[config.mk]
export PLATFORM = sky130hd
export DESIGN_NAME = box_sum_9x9
export DESIGN_NICKNAME = d
export VERILOG_FILES = /design/src/rtl/box_pkg.sv /design/src/rtl/column_adder9.sv /design/src/rtl/box_sum_9x9.sv
export SDC_FILE = /design/constraint.sdc
export NUM_CORES = 1
export LEC_CHECK = 0
export CAP_MARGIN = 20
export CORE_MARGIN = 5
export CORE_UTILIZATION = 55
export CTS_CLUSTER_DIAMETER = 120
export DETAILED_ROUTE_END_ITERATION = 8
export PLACE_DENSITY_LB_ADDON = 0.12
export SLEW_MARGIN = 30
export SYNTH_ARGS = -nofsm -noshare
export SYNTH_HDL_FRONTEND = slang
export SYNTH_SLANG_ARGS = --single-unit
[constraint.sdc]
create_clock -name clk -period 8.85 [get_ports clk]
set_clock_uncertainty 0.15 [all_clocks]
set_input_delay 2.2125 -clock clk [delete_from_list [all_inputs] [get_ports clk]]
set_output_delay 2.2125 -clock clk [all_outputs]
set_load 0.1 [all_outputs]
[src/rtl/box_pkg.sv]
// box_pkg: shared constants and the column tag carried alongside each column
// through the 9x9 box-sum pipeline.
//   KW       - kernel width/height (9)
//   PIX_W    - pixel width
//   COLSUM_W - width of one 9-pixel column sum (max 2295)
//   SUM_W    - width of the 81-pixel window sum (max 20655)
//   X_W      - width of the column index; rows up to 256 columns wide
package box_pkg;
    localparam int KW       = 9;
    localparam int PIX_W    = 8;
    localparam int COLSUM_W = 12;
    localparam int SUM_W    = 15;
    localparam int X_W      = 8;

    // Sideband travelling with each column: stage valid, frame-end marker
    // and the column's position within the row.
    typedef struct packed {
        logic           valid;
        logic           done;
        logic [X_W-1:0] x;
    } col_tag_t;
endpackage

[src/rtl/column_adder9.sv]
// column_adder9: sums one 9-pixel vertical column with a two-stage adder tree.
//   clk, rst_n : clock and asynchronous reset (active high)
//   pix_i      : 9 pixels, pix_i[0] is the newest row
//   tag_i      : column tag (valid/done/x) entering with the pixels
//   colsum_o   : registered column sum, held while no valid column passes
//   tag_o      : tag delayed by the same 2 cycles as colsum_o
module column_adder9
    import box_pkg::*;
(
    input  logic                          clk,
    input  logic                          rst_n,
    input  logic [KW-1:0][PIX_W-1:0]      pix_i,
    input  col_tag_t                      tag_i,
    output logic [COLSUM_W-1:0]           colsum_o,
    output col_tag_t                      tag_o
);
    // Stage A: four pair sums plus the odd ninth tap.
    logic [PIX_W:0]   pair_reg [4];
    logic [PIX_W-1:0] last_reg;
    col_tag_t         tag_a_reg;
    col_tag_t         tag_b_reg;
    logic [COLSUM_W-1:0] colsum_reg;
    logic [COLSUM_W-1:0] colsum_next;

    genvar gi;
    generate
        for (gi = 0; gi < 4; gi++) begin : g_pair
            always_ff @(posedge clk or posedge rst_n) begin
                if (rst_n) begin
                    pair_reg[gi] <= '0;
                end else if (tag_i.valid) begin
                    pair_reg[gi] <= {1'b0, pix_i[2*gi]} + {1'b0, pix_i[2*gi+1]};
                end
            end
        end
    endgenerate

    always_ff @(posedge clk or posedge rst_n) begin
        if (rst_n) begin
            last_reg  <= '0;
            tag_a_reg <= '0;
        end else begin
            // The tag advances every cycle so done pulses are never lost,
            // even on cycles without a valid column.
            tag_a_reg <= tag_i;
            if (tag_i.valid) begin
                last_reg <= pix_i[KW-1];
            end
        end
    end

    // Stage B: combine the five partial sums.
    always_comb begin
        colsum_next = COLSUM_W'(pair_reg[0]) + COLSUM_W'(pair_reg[1])
                    + COLSUM_W'(pair_reg[2]) + COLSUM_W'(pair_reg[3])
                    + COLSUM_W'(last_reg);
    end

    always_ff @(posedge clk or posedge rst_n) begin
        if (rst_n) begin
            colsum_reg <= '0;
            tag_b_reg  <= '0;
        end else begin
            tag_b_reg <= tag_a_reg;
            if (tag_a_reg.valid) begin
                colsum_reg <= colsum_next;
            end
        end
    end

    assign colsum_o = colsum_reg;
    assign tag_o    = tag_b_reg;
endmodule

[src/rtl/box_sum_9x9.sv]
// box_sum_9x9: streaming 9x9 box sum over columns from the 9-row line buffer.
//   clk, rst_n        : clock and asynchronous reset (active high despite name)
//   valid_i           : one vertical column is presented this cycle
//   done_i            : end-of-frame pulse; restarts the column count at 0
//   data0_i..data8_i  : column taps, data0_i is the newest row
//   sum_o             : 81-pixel window sum, holds between valid strobes
//   valid_o           : sum_o is a complete window (column x >= 8)
//   done_o            : done_i delayed 3 cycles, aligned with the pipeline
// Latency is 3 cycles from valid_i to valid_o.
module box_sum_9x9
    import box_pkg::*;
#(
    parameter int WIDTH = 10
)(
    input  logic             clk,
    input  logic             rst_n,
    input  logic             valid_i,
    input  logic             done_i,
    input  logic [PIX_W-1:0] data0_i,
    input  logic [PIX_W-1:0] data1_i,
    input  logic [PIX_W-1:0] data2_i,
    input  logic [PIX_W-1:0] data3_i,
    input  logic [PIX_W-1:0] data4_i,
    input  logic [PIX_W-1:0] data5_i,
    input  logic [PIX_W-1:0] data6_i,
    input  logic [PIX_W-1:0] data7_i,
    input  logic [PIX_W-1:0] data8_i,
    output logic [SUM_W-1:0] sum_o,
    output logic             valid_o,
    output logic             done_o
);
    logic [X_W-1:0]          x_reg;
    logic [KW-1:0][PIX_W-1:0] pix;
    col_tag_t                tag_in;
    col_tag_t                tag_b;
    logic [COLSUM_W-1:0]     colsum;
    logic [COLSUM_W-1:0]     hist_reg [KW];
    logic [SUM_W-1:0]        acc_reg;
    logic [SUM_W-1:0]        acc_next;
    logic                    row_start;
    logic                    valid_o_reg;
    logic                    done_o_reg;

    assign pix = {data8_i, data7_i, data6_i, data5_i, data4_i,
                  data3_i, data2_i, data1_i, data0_i};

    // Column position counter. A done in the same cycle as a valid column
    // lets that column keep its old x; the clear applies to the next one.
    always_ff @(posedge clk or posedge rst_n) begin
        if (rst_n) begin
            x_reg <= '0;
        end else if (done_i) begin
            x_reg <= '0;
        end else if (valid_i) begin
            x_reg <= (x_reg == X_W'(WIDTH - 1)) ? '0 : x_reg + 1'b1;
        end
    end

    assign tag_in = '{valid: valid_i, done: done_i, x: x_reg};

    column_adder9 u_column_adder9 (
        .clk      (clk),
        .rst_n    (rst_n),
        .pix_i    (pix),
        .tag_i    (tag_in),
        .colsum_o (colsum),
        .tag_o    (tag_b)
    );

    // Stage C: running window over the last 9 column sums of this row.
    // At x==0 the history is cleared so the oldest entry subtracted later
    // is zero until real columns of the new row have shifted into it.
    assign row_start = (tag_b.x == '0);

    always_comb begin
        acc_next = acc_reg;
        if (row_start) begin
            acc_next = SUM_W'(colsum);
        end else begin
            acc_next = acc_reg + SUM_W'(colsum) - SUM_W'(hist_reg[KW-1]);
        end
    end

    genvar gi;
    generate
        for (gi = 0; gi < KW; gi++) begin : g_hist
            always_ff @(posedge clk or posedge rst_n) begin
                if (rst_n) begin
                    hist_reg[gi] <= '0;
                end else if (tag_b.valid) begin
                    if (gi == 0) begin
                        hist_reg[gi] <= colsum;
                    end else if (row_start) begin
                        hist_reg[gi] <= '0;
                    end else begin
                        hist_reg[gi] <= hist_reg[(gi == 0) ? 0 : gi - 1];
                    end
                end
            end
        end
    endgenerate

    always_ff @(posedge clk or posedge rst_n) begin
        if (rst_n) begin
            acc_reg     <= '0;
            valid_o_reg <= 1'b0;
            done_o_reg  <= 1'b0;
        end else begin
            done_o_reg  <= tag_b.done;
            valid_o_reg <= tag_b.valid && (tag_b.x >= X_W'(KW - 1));
            if (tag_b.valid) begin
                acc_reg <= acc_next;
            end
        end
    end

    // The accumulator only changes on valid columns, so it doubles as the
    // held output sum.
    assign sum_o   = acc_reg;
    assign valid_o = valid_o_reg;
    assign done_o  = done_o_reg;
endmodule

# Yosys cells after proc, flatten, opt, wreduce, memory -nomap -nowiden
# Index checks and enable logic that the tools add are counted.
# totals
reg_bits	209
latchBits	0
mem_bits_rw	0
mem_bits_ro	0
in_bits	76
out_inout_bits	17
word_cells	53
memories	0
# op_classes
add_sub_neg	11
n_mul	0
div_mod_pow	0
order_cmp	1
n_eq_ne	1
shifts	0
muxes	12
bitwise_logic	0
n_reduce_logical	3
# ops
operator	n
two-way mux 12 bit	8
adder 8 x 8 -> 9 bit	4
adder 12 x 9 -> 12 bit	2
two-way mux 8 bit	3
adder 15 x 12 -> 15 bit	1
two-way mux 15 bit	1
subtractor 15 x 12 -> 15 bit	1
adder 12 x 8 -> 12 bit	1
adder 9 x 9 -> 10 bit	1
adder 8 x 1 -> 8 bit (second input constant)	1
equality test 8 x 4 -> 1 bit (second input constant)	1
>= comparator 8 x 4 -> 1 bit (second input constant)	1
logical NOT 8 bit	1
nonzero test 2 bit	1
logical AND 1 bit	1

# Depth between registers and ports, before layout
# Gate-level depths: netlist (run 1).
# logic_depth
ltp_word	4
depth_mapped	20

# Cells and area by module
# A second synthesis (run 1) with hierarchy kept.
# hier_totals
cells_unflattened	1220
hier_area_um2	11624.9
# modules_own_cells
module	n_inst	cells_per_inst	area_per_inst_um2	seq_area_each_um2
box_sum_9x9	1	720	6542.5	3328.2
column_adder9	1	500	5082.4	1901.8

# Worst setup path before layout (run 1)
# No wires, ideal clock.
# synth_timing
kind	register to register
from	register u_column_adder9.pair_reg[19] in the netlist's numbering
to	register u_column_adder9.colsum_reg[11] (netlist: u_column_adder9.colsum_o[11])
setup_time_ns	0.133
t_arrival_ns	3.929
setup_slack_ns	4.638
path_stages_with_launch	18
path_buffers	0
path_cell_list	dfrtp_1 ha_1 a21o_1 a21oi_1 nand2b_1 a21boi_0 o41ai_1 xnor2_1 fa_1 inv_1 fa_1 inv_1 ha_1 a2111oi_0 inv_1 o22a_1 a21oi_1 o22ai_1
# synth_via
elab_chain_len	4
# synth_rtl
item	line	rtl
from (decl)	column_adder9.sv:18	logic [PIX_W:0] pair_reg [4];
from (signal, indexed assignment)	column_adder9.sv:32	pair_reg[gi] <= {1'b0, pix_i[2*gi]} + {1'b0, pix_i[2*gi+1]};
adder 9 x 9 -> 10 bit	column_adder9.sv:54	colsum_next = COLSUM_W'(pair_reg[0]) + COLSUM_W'(pair_reg[1])
adder 12 x 9 -> 12 bit (2 in a row)	column_adder9.sv:55	+ COLSUM_W'(pair_reg[2]) + COLSUM_W'(pair_reg[3])
adder 12 x 8 -> 12 bit	column_adder9.sv:56	+ COLSUM_W'(last_reg);
to (signal assigned)	column_adder9.sv:66	colsum_reg <= colsum_next;
to (decl)	column_adder9.sv:22	logic [COLSUM_W-1:0] colsum_reg;
# Every way passes these cells.
# A chain may end at the register's enable or synchronous reset.

# Final worst setup path (run 1)
# Ends and elaborated chain as after synthesis.

==> flow_summary.yaml, run 1 <==
placed_design:
  place_hpwl_mm: 15.9
  io_buffer_count: 92
  placed_area_um2: 12600
  globalplace.congestion: 0.828
synth:
  syn_avg_cell_area_um2: 9.53
  async_flop_share_pct: 100
  count_of_flip_flops_with_a_built_in_enable_after_synthesis: 0
  postSynthRegisterBits: 209
  syn_nets: 1383
  yosysWarningCount: 0
  netlist-cell-type-count: 56
  syn-instance-count: 1203
  proportion_of_synthesized_chip_area_in_sequential_cells_pct: 45.6
  syn-cell-area_um2: 11500
  synth_flop_cell: "dfrtp_1"
final_layout:
  finish.utilization_pct: 66.0
  largest_register_ffs: 108
  net_count_reported_at_finish: 1455
  area_of_all_placed_cells_without_fillers_um2: 13400
  antenna_cells_inserted: 0
  fraction_of_layout_instances_using_a_drive_strength_above_1_pct: 7.19
  area_delta_synth_final_pct: 17.3
critical_path:
  worst_setup_path_start_kind: "register"
  timing.critical_path.from: "u_column_adder9.pair_reg[19]"
  critPathMaxFanout: 6
  arrival_ns: 4.84
  crit_path_end_kind: "register"
  worstReg2RegStart: "u_column_adder9.pair_reg[19]"
  critPathKind: "reg -> reg"
  critPathRequiredTime_ns: 9.09
route:
  routed_wirelength_mm: 22.7
  detailedRoute.firstIterationViolations: 457
  antenna_left: 0
  avgRoutedWirePerCell_um: 14.5
  dr_total_vias: 8283
  detail_route.first_pass.iterations: 5
  via_per_inst: 5.30
  drcViolationCount: 0
die:
  num_io_pins: 93
  initial_standard_cell_utilization_of_the_core_pct: 56.3
  rows: 52
  dieArea_um2: 23800
  die-width_um: 154
  placeableCoreArea_um2: 20400
  die_height_um: 154
global_route:
  gr-max-usage-layer: "met2"
  track_usage_pct: 19.3
  grt_use_met1_pct: 26.3
  grtUsageMet2_pct: 32.5
  grt_overflow_total: 0
  groute.layer.met3.usage_pct: 3.35
  grt_first_pass_wirelength_mm: 39.0
  via_count_of_the_first_global_routing_pass: 8250
  grt_max_degree: 144
  initial_antenna_violation_count: 0
sta:
  relative_slew_slack_pct: 34.3
  tightestPinTransition_ns: 0.982
  timing_max_transition_violations_final: 0
  final_setup_violations: 0
  unrepaired_setup_endpoints_after_global_routing: "false"
  max_freq_ghz: 0.217
  final_hold_viol_count: 0
  final.period_utilization_pct: 52.0
  fin_hold_ws_ns: 0.196
  period_needed_ns: 4.60
  timing.setup.tns_ns: 0
run:
  cap_viol_max_count: 0
clock_tree:
  cts_tree: "yes"
  cts.repair.resized: 0
  cts.repair_timing.setup_buffer_count: 0
  cts_max_path_buffers: 3
  clk_pin_slew_worst_paths_ns: 0.06
  insertion_delay_ns: 0.52
  clock-root-buffer: "clkbuf_16"
  hold_buffers: 0
  cts.sinks: 209
  htree_levels: 1
  cts-buffers-inserted: 24
min_path:
  worstHoldPathType: "reg -> reg"
  hold_start: "u_column_adder9.tag_a_reg[8]"
power_and_ir_drop:
  vdd_ir_drop_max_mv: 0.205
  leakagePower_nw: 6.14
  p_per_area_nw_per_um2: 354
status:
  run_status: "finished, final reports clean"
[cell usage after synthesis, drive strengths merged (7+ instances only)]
master	n	area (um2)
and3	7	43.8
inv	225	845
nor3	20	100
mux2	28	315
o21ai	149	746
nor2	40	150
a211oi	7	52.6
xnor2	24	210
a31oi	10	62.6
clkbuf	34	128
ha	70	876
a21o	19	143
nand3	109	546
a21oi	45	225
dfrtp	209	5230
o21a	12	90.1
nand2b	7	43.8
buf	17	71.3
nor2b	12	82.6
nand2	50	188
fa	34	681
[cells in the final DEF (no fill, tap or decap), types with 20 or more instances in the layout]
master           instances
nand2_1                 50
nor2_1                  40
fa_1                    34
o21ai_0                147
dfrtp_1                208
clkdlybuf4s50_1         91
mux2_2                  28
xnor2_1                 24
a21oi_1                 45
nand3_1                108
ha_1                    70
nor3_1                  20
clkbuf_16               24
inv_1                  223
[layer usage]
metal	wire length [um]	share of wire, %	vias to the layer above
met4	478	2.1	0
met3	1020	4.5	38
met1	10200	45	3922
met2	11000	49	151
met5	0	0	-
li1	-	-	4172
[worst max-delay path, stage by stage, from the launching register on]
cell	delay [ns]
dfrtp_1	0.40
ha_1	0.29
a21o_1	0.18
a21oi_1	0.21
nand2b_1	0.13
a21boi_0	0.15
o41ai_1	0.42
xnor2_1	0.15
fa_1	0.49
inv_1	0.05
fa_1	0.50
inv_1	0.05
ha_1	0.36
a2111oi_0	0.39
inv_1	0.10
o22a_1	0.22
a21oi_1	0.16
o22ai_1	0.08
[metrics by stage]
step           power [mW]  cells  setup WS [ns]
2_1_floorplan        3.16   1203          0.778
3_3_place_gp         3.66   1518           4.31
3_5_place_dp         3.72   1518           4.26
4_1_cts              4.79   1562           4.25
5_1_grt              5.15   1563           3.86
6_report             4.76   1563           4.25
[final timing paths]
kind / end / slack (ns) / depth (start not counted)
setup reg to reg: u_column_adder9.colsum_o[11] / 4.25 / 17
min in group asynchronous: hist_reg[54] / 2.07 / 2
max in group asynchronous: hist_reg[61] / 5.20 / 3
hold reg to reg: u_column_adder9.tag_o[8] / 0.20 / 0
setup / recovery: u_column_adder9.colsum_o[11] / 4.25 / 17
hold / removal: u_column_adder9.tag_o[8] / 0.20 / 0
[power by group]
part / internal, mW / switching, mW / leakage [nW]
sequential: 1.11 / 0.117 / 2.73
clock: 0.643 / 0.401 / 0.417
combinational: 1.01 / 1.48 / 3.00
[kinds of logic after synthesis]
kind of cell / after synthesis / synth area share (%)
AOI/OAI and AO/OA: 290 / 15.1
and+or+nand+nor: 261 / 11.2
adders and majority gates: 104 / 13.6
xor gates and xnor gates: 29 / 2.22
DFF: 209 / 45.6
buffers and inverters: 277 / 9.14
muxes: 33 / 3.19
[area by class of cell]
class	instances	area, um2
Clock inverter	15	198
Inverter	226	861
Timing Repair Buffer	97	970
Clock buffer	29	649
Fill cell	1642	6920
Sequential cell	209	5230
Multi-Input combinational cell	717	5200
Tap cell	270	338
(Power assumes the default switching activity.)
==> inputs of run 2 (changes only) <==
--- a/config.mk
+++ b/config.mk
@@ -7,7 +7,7 @@
 export LEC_CHECK = 0
 export CAP_MARGIN = 20
 export CORE_MARGIN = 5
-export CORE_UTILIZATION = 55
+export CORE_UTILIZATION = 53
 export CTS_CLUSTER_DIAMETER = 120
 export DETAILED_ROUTE_END_ITERATION = 8
 export PLACE_DENSITY_LB_ADDON = 0.12
==> constraint.sdc (replaced) <==
create_clock -name clk -period 3.9 [get_ports clk]
set_clock_uncertainty 0.15 [all_clocks]
set_input_delay 0.975 -clock clk [delete_from_list [all_inputs] [get_ports clk]]
set_output_delay 0.975 -clock clk [all_outputs]
set_load 0.1 [all_outputs]
==> flow_summary.yaml, run 2 (synthesis results as in run 1) <==
route:
  avgRoutedWirePerCell_um: 14.6
  via_per_inst: 5.26
  routed_wirelength_mm: 23.2
  detail_route.first_pass.iterations: 4
  dr_total_vias: 8363
  drcViolationCount: 0
  detailedRoute.firstIterationViolations: 408
  antenna_left: 0
final_layout:
  final_cell_count_no_fill: 1590
  filler_cell_count: 1713
  net_count_reported_at_finish: 1481
  area_of_all_placed_cells_without_fillers_um2: 13700
  area_delta_synth_final_pct: 19.8
  antenna_cells_inserted: 0
  most-common-layout-cells: "219 x inv_1, 208 x dfrtp_1, 142 x o21ai_0"
  fraction_of_layout_instances_using_a_drive_strength_above_1_pct: 11.5
  largest_register_ffs: 108
  layout.cells.most_common: "inv_1"
min_path:
  worstHoldPathType: "reg -> reg"
  hold_start: "u_column_adder9.tag_a_reg[4]"
  worst_hold_path.num_cells: 0
  worstHoldEndpoint: "u_column_adder9.tag_o[4]"
critical_path:
  critPathKind: "reg -> reg"
  worst_setup_path_start_kind: "register"
  cp_slowest_stage_delay_ns: 0.51
  critPathRequiredTime_ns: 4.11
  crit_path_end_kind: "register"
  worstReg2RegStart: "u_column_adder9.pair_reg[18]"
  critPathMaxFanout: 3
  worstRegToRegCells: 19
  regToRegEndpoint: "u_column_adder9.colsum_o[11]"
  timing.critical_path.from: "u_column_adder9.pair_reg[18]"
  arrival_ns: 4.29
  crit_chain: "ha_2, inv_2, fa_2, nor2b_2, o21ai_2, a21boi_2, o21ai_2, nor2b_4, xnor2_2, fa_1, inv_2, fa_1, inv_2, ha_4, a2111oi_4, inv_1, o22a_1, a21oi_1, o22ai_1"
  worst_path_most_repeated_cell: "inv_2"
  regToRegSetupSlack_ns: -0.18
  slowest_stage_cell_crit_path: "fa_1"
global_route:
  grt_max_degree: 157
  grt_first_pass_wirelength_mm: 39.4
  track_usage_pct: 19.0
  grt_overflow_total: 0
  via_count_of_the_first_global_routing_pass: 8276
  initial_antenna_violation_count: 0
die:
  die_height_um: 157
  rows: 53
  die-width_um: 157
  placeableCoreArea_um2: 21200
  dieArea_um2: 24700
  initial_standard_cell_utilization_of_the_core_pct: 54.2
  num_io_pins: 93
placed_design:
  io_buffer_count: 92
  globalplace.congestion: 0.825
  dpl.cell_count: 1545
  place_hpwl_mm: 16.4
  placed_area_um2: 12800
sta:
  fin_ws_ns: -0.183
  final_setup_violations: 5
  fin_hold_ws_ns: 0.195
  period_needed_ns: 4.08
  final_hold_viol_count: 0
  max_freq_ghz: 0.245
  timing_max_transition_violations_final: 0
  unrepaired_setup_endpoints_after_global_routing: "true"
  relative_slew_slack_pct: 35.1
  final.period_utilization_pct: 105
  tightestPinTransition_ns: 0.971
status:
  run_status: "complete, but fails checks"
  violations: "negative setup slack"
clock_tree:
  cts_max_path_buffers: 3
  clock-root-buffer: "clkbuf_16"
  cts.sinks: 209
  clk_pin_slew_worst_paths_ns: 0.06
  htree_levels: 1
  insertion_delay_ns: 0.50
  cts-buffers-inserted: 23
  cts_tree: "yes"
power_and_ir_drop:
  p_per_area_nw_per_um2: 846
  vdd_ir_drop_max_mv: 0.538
  design_power_total_mw: 11.6
  leakagePower_nw: 6.29
run:
  cap_viol_max_count: 0
==> run 2: changes by cell type in the layout (fill, tap and decap cells not counted), moves of 4 or more <==
cell             previous run  this run
o21ai_2                     0         4
buf_4                       3        36
inv_1                     223       219
o21ai_0                   147       142
a21oi_1                    45        41
clkdlybuf4s50_1            91        81
inv_2                       1         5
ha_1                       70        64
a21oi_2                     0         4
==> run 2: power by group <==
group / leakage (nW) / internal, mW / total [mW] / switching [mW]
combinational: 3.17 / 2.97 / 6.59 / 3.62
sequential: 2.73 / 2.52 / 2.78 / 0.267
clock: 0.386 / 1.40 / 2.25 / 0.849
total: 6.29 / 6.88 / 11.6 / 4.74
==> run 2: worst max path at each step <==
stage	to	slack (ns)	cells past startpoint
6_report	u_column_adder9.colsum_o[11]	-0.18	19
2_1_floorplan	u_column_adder9.colsum_o[9]	0.006	19
4_1_cts	u_column_adder9.colsum_o[9]	-0.22	19
5_1_grt	u_column_adder9.colsum_o[9]	-0.37	19
3_5_place_dp	u_column_adder9.colsum_o[10]	-0.30	20
3_3_place_gp	u_column_adder9.colsum_o[9]	-0.18	19
==> run 2: final cells by class <==
cell class / instances / area [um2] / area share, %
clock buffer: 30 / 632 / 4.60
timing repair buffer: 124 / 1180 / 8.59
multi-input combinational: 717 / 5350 / 38.9
inverter: 226 / 852 / 6.20
sequential: 209 / 5230 / 38.1
clock inverter: 9 / 145 / 1.06
tap: 275 / 344 / 2.50
==> run 2: what timing repair did <==
action,4_1_cts,5_1_grt
resized for setup,12,17
hold buffers,0,0
buffers inserted,2,5
endpoints found under the setup margin,7,7
cloned,0,0
pin swaps,4,7
==> run 2: routing by layer <==
layer / share of wire (%) / vias to the layer above / track usage [%]
met3: 3.8 / 38 / 2.86
met4: 2.2 / 0 / 4.83
met1: 46 / 3966 / 26.0
met5: 0 / - / 0
met2: 48 / 145 / 32.2
li1: - / 4214 / -
==> run 2: critical path: cells and delay by family, from the launching register on <==
| kind | cells | cell delay [ns] |
|---|---|---|
| XOR/XNOR | 1 | 0.14 |
| AND/OR/NAND/NOR | 2 | 0.27 |
| buffers and inverters | 4 | 0.24 |
| adder cells (fa/ha/maj) | 5 | 1.70 |
| flip-flops | 1 | 0.36 |
| AO/OA/AOI/OAI | 7 | 1.10 |
==> run 2: per-stage QoR <==
step | setup WS [ns] | utilization (%) | setup TNS [ns]
after detailed placement | -0.303 | 60.6 | -1.32
after CTS | -0.218 | 64.4 | -0.816
final | -0.183 | 64.9 | -0.647
after global routing | -0.370 | 64.9 | -1.65
after global placement | -0.177 | 60.6 | -0.769
after floorplan | 0.00628 | - | 0
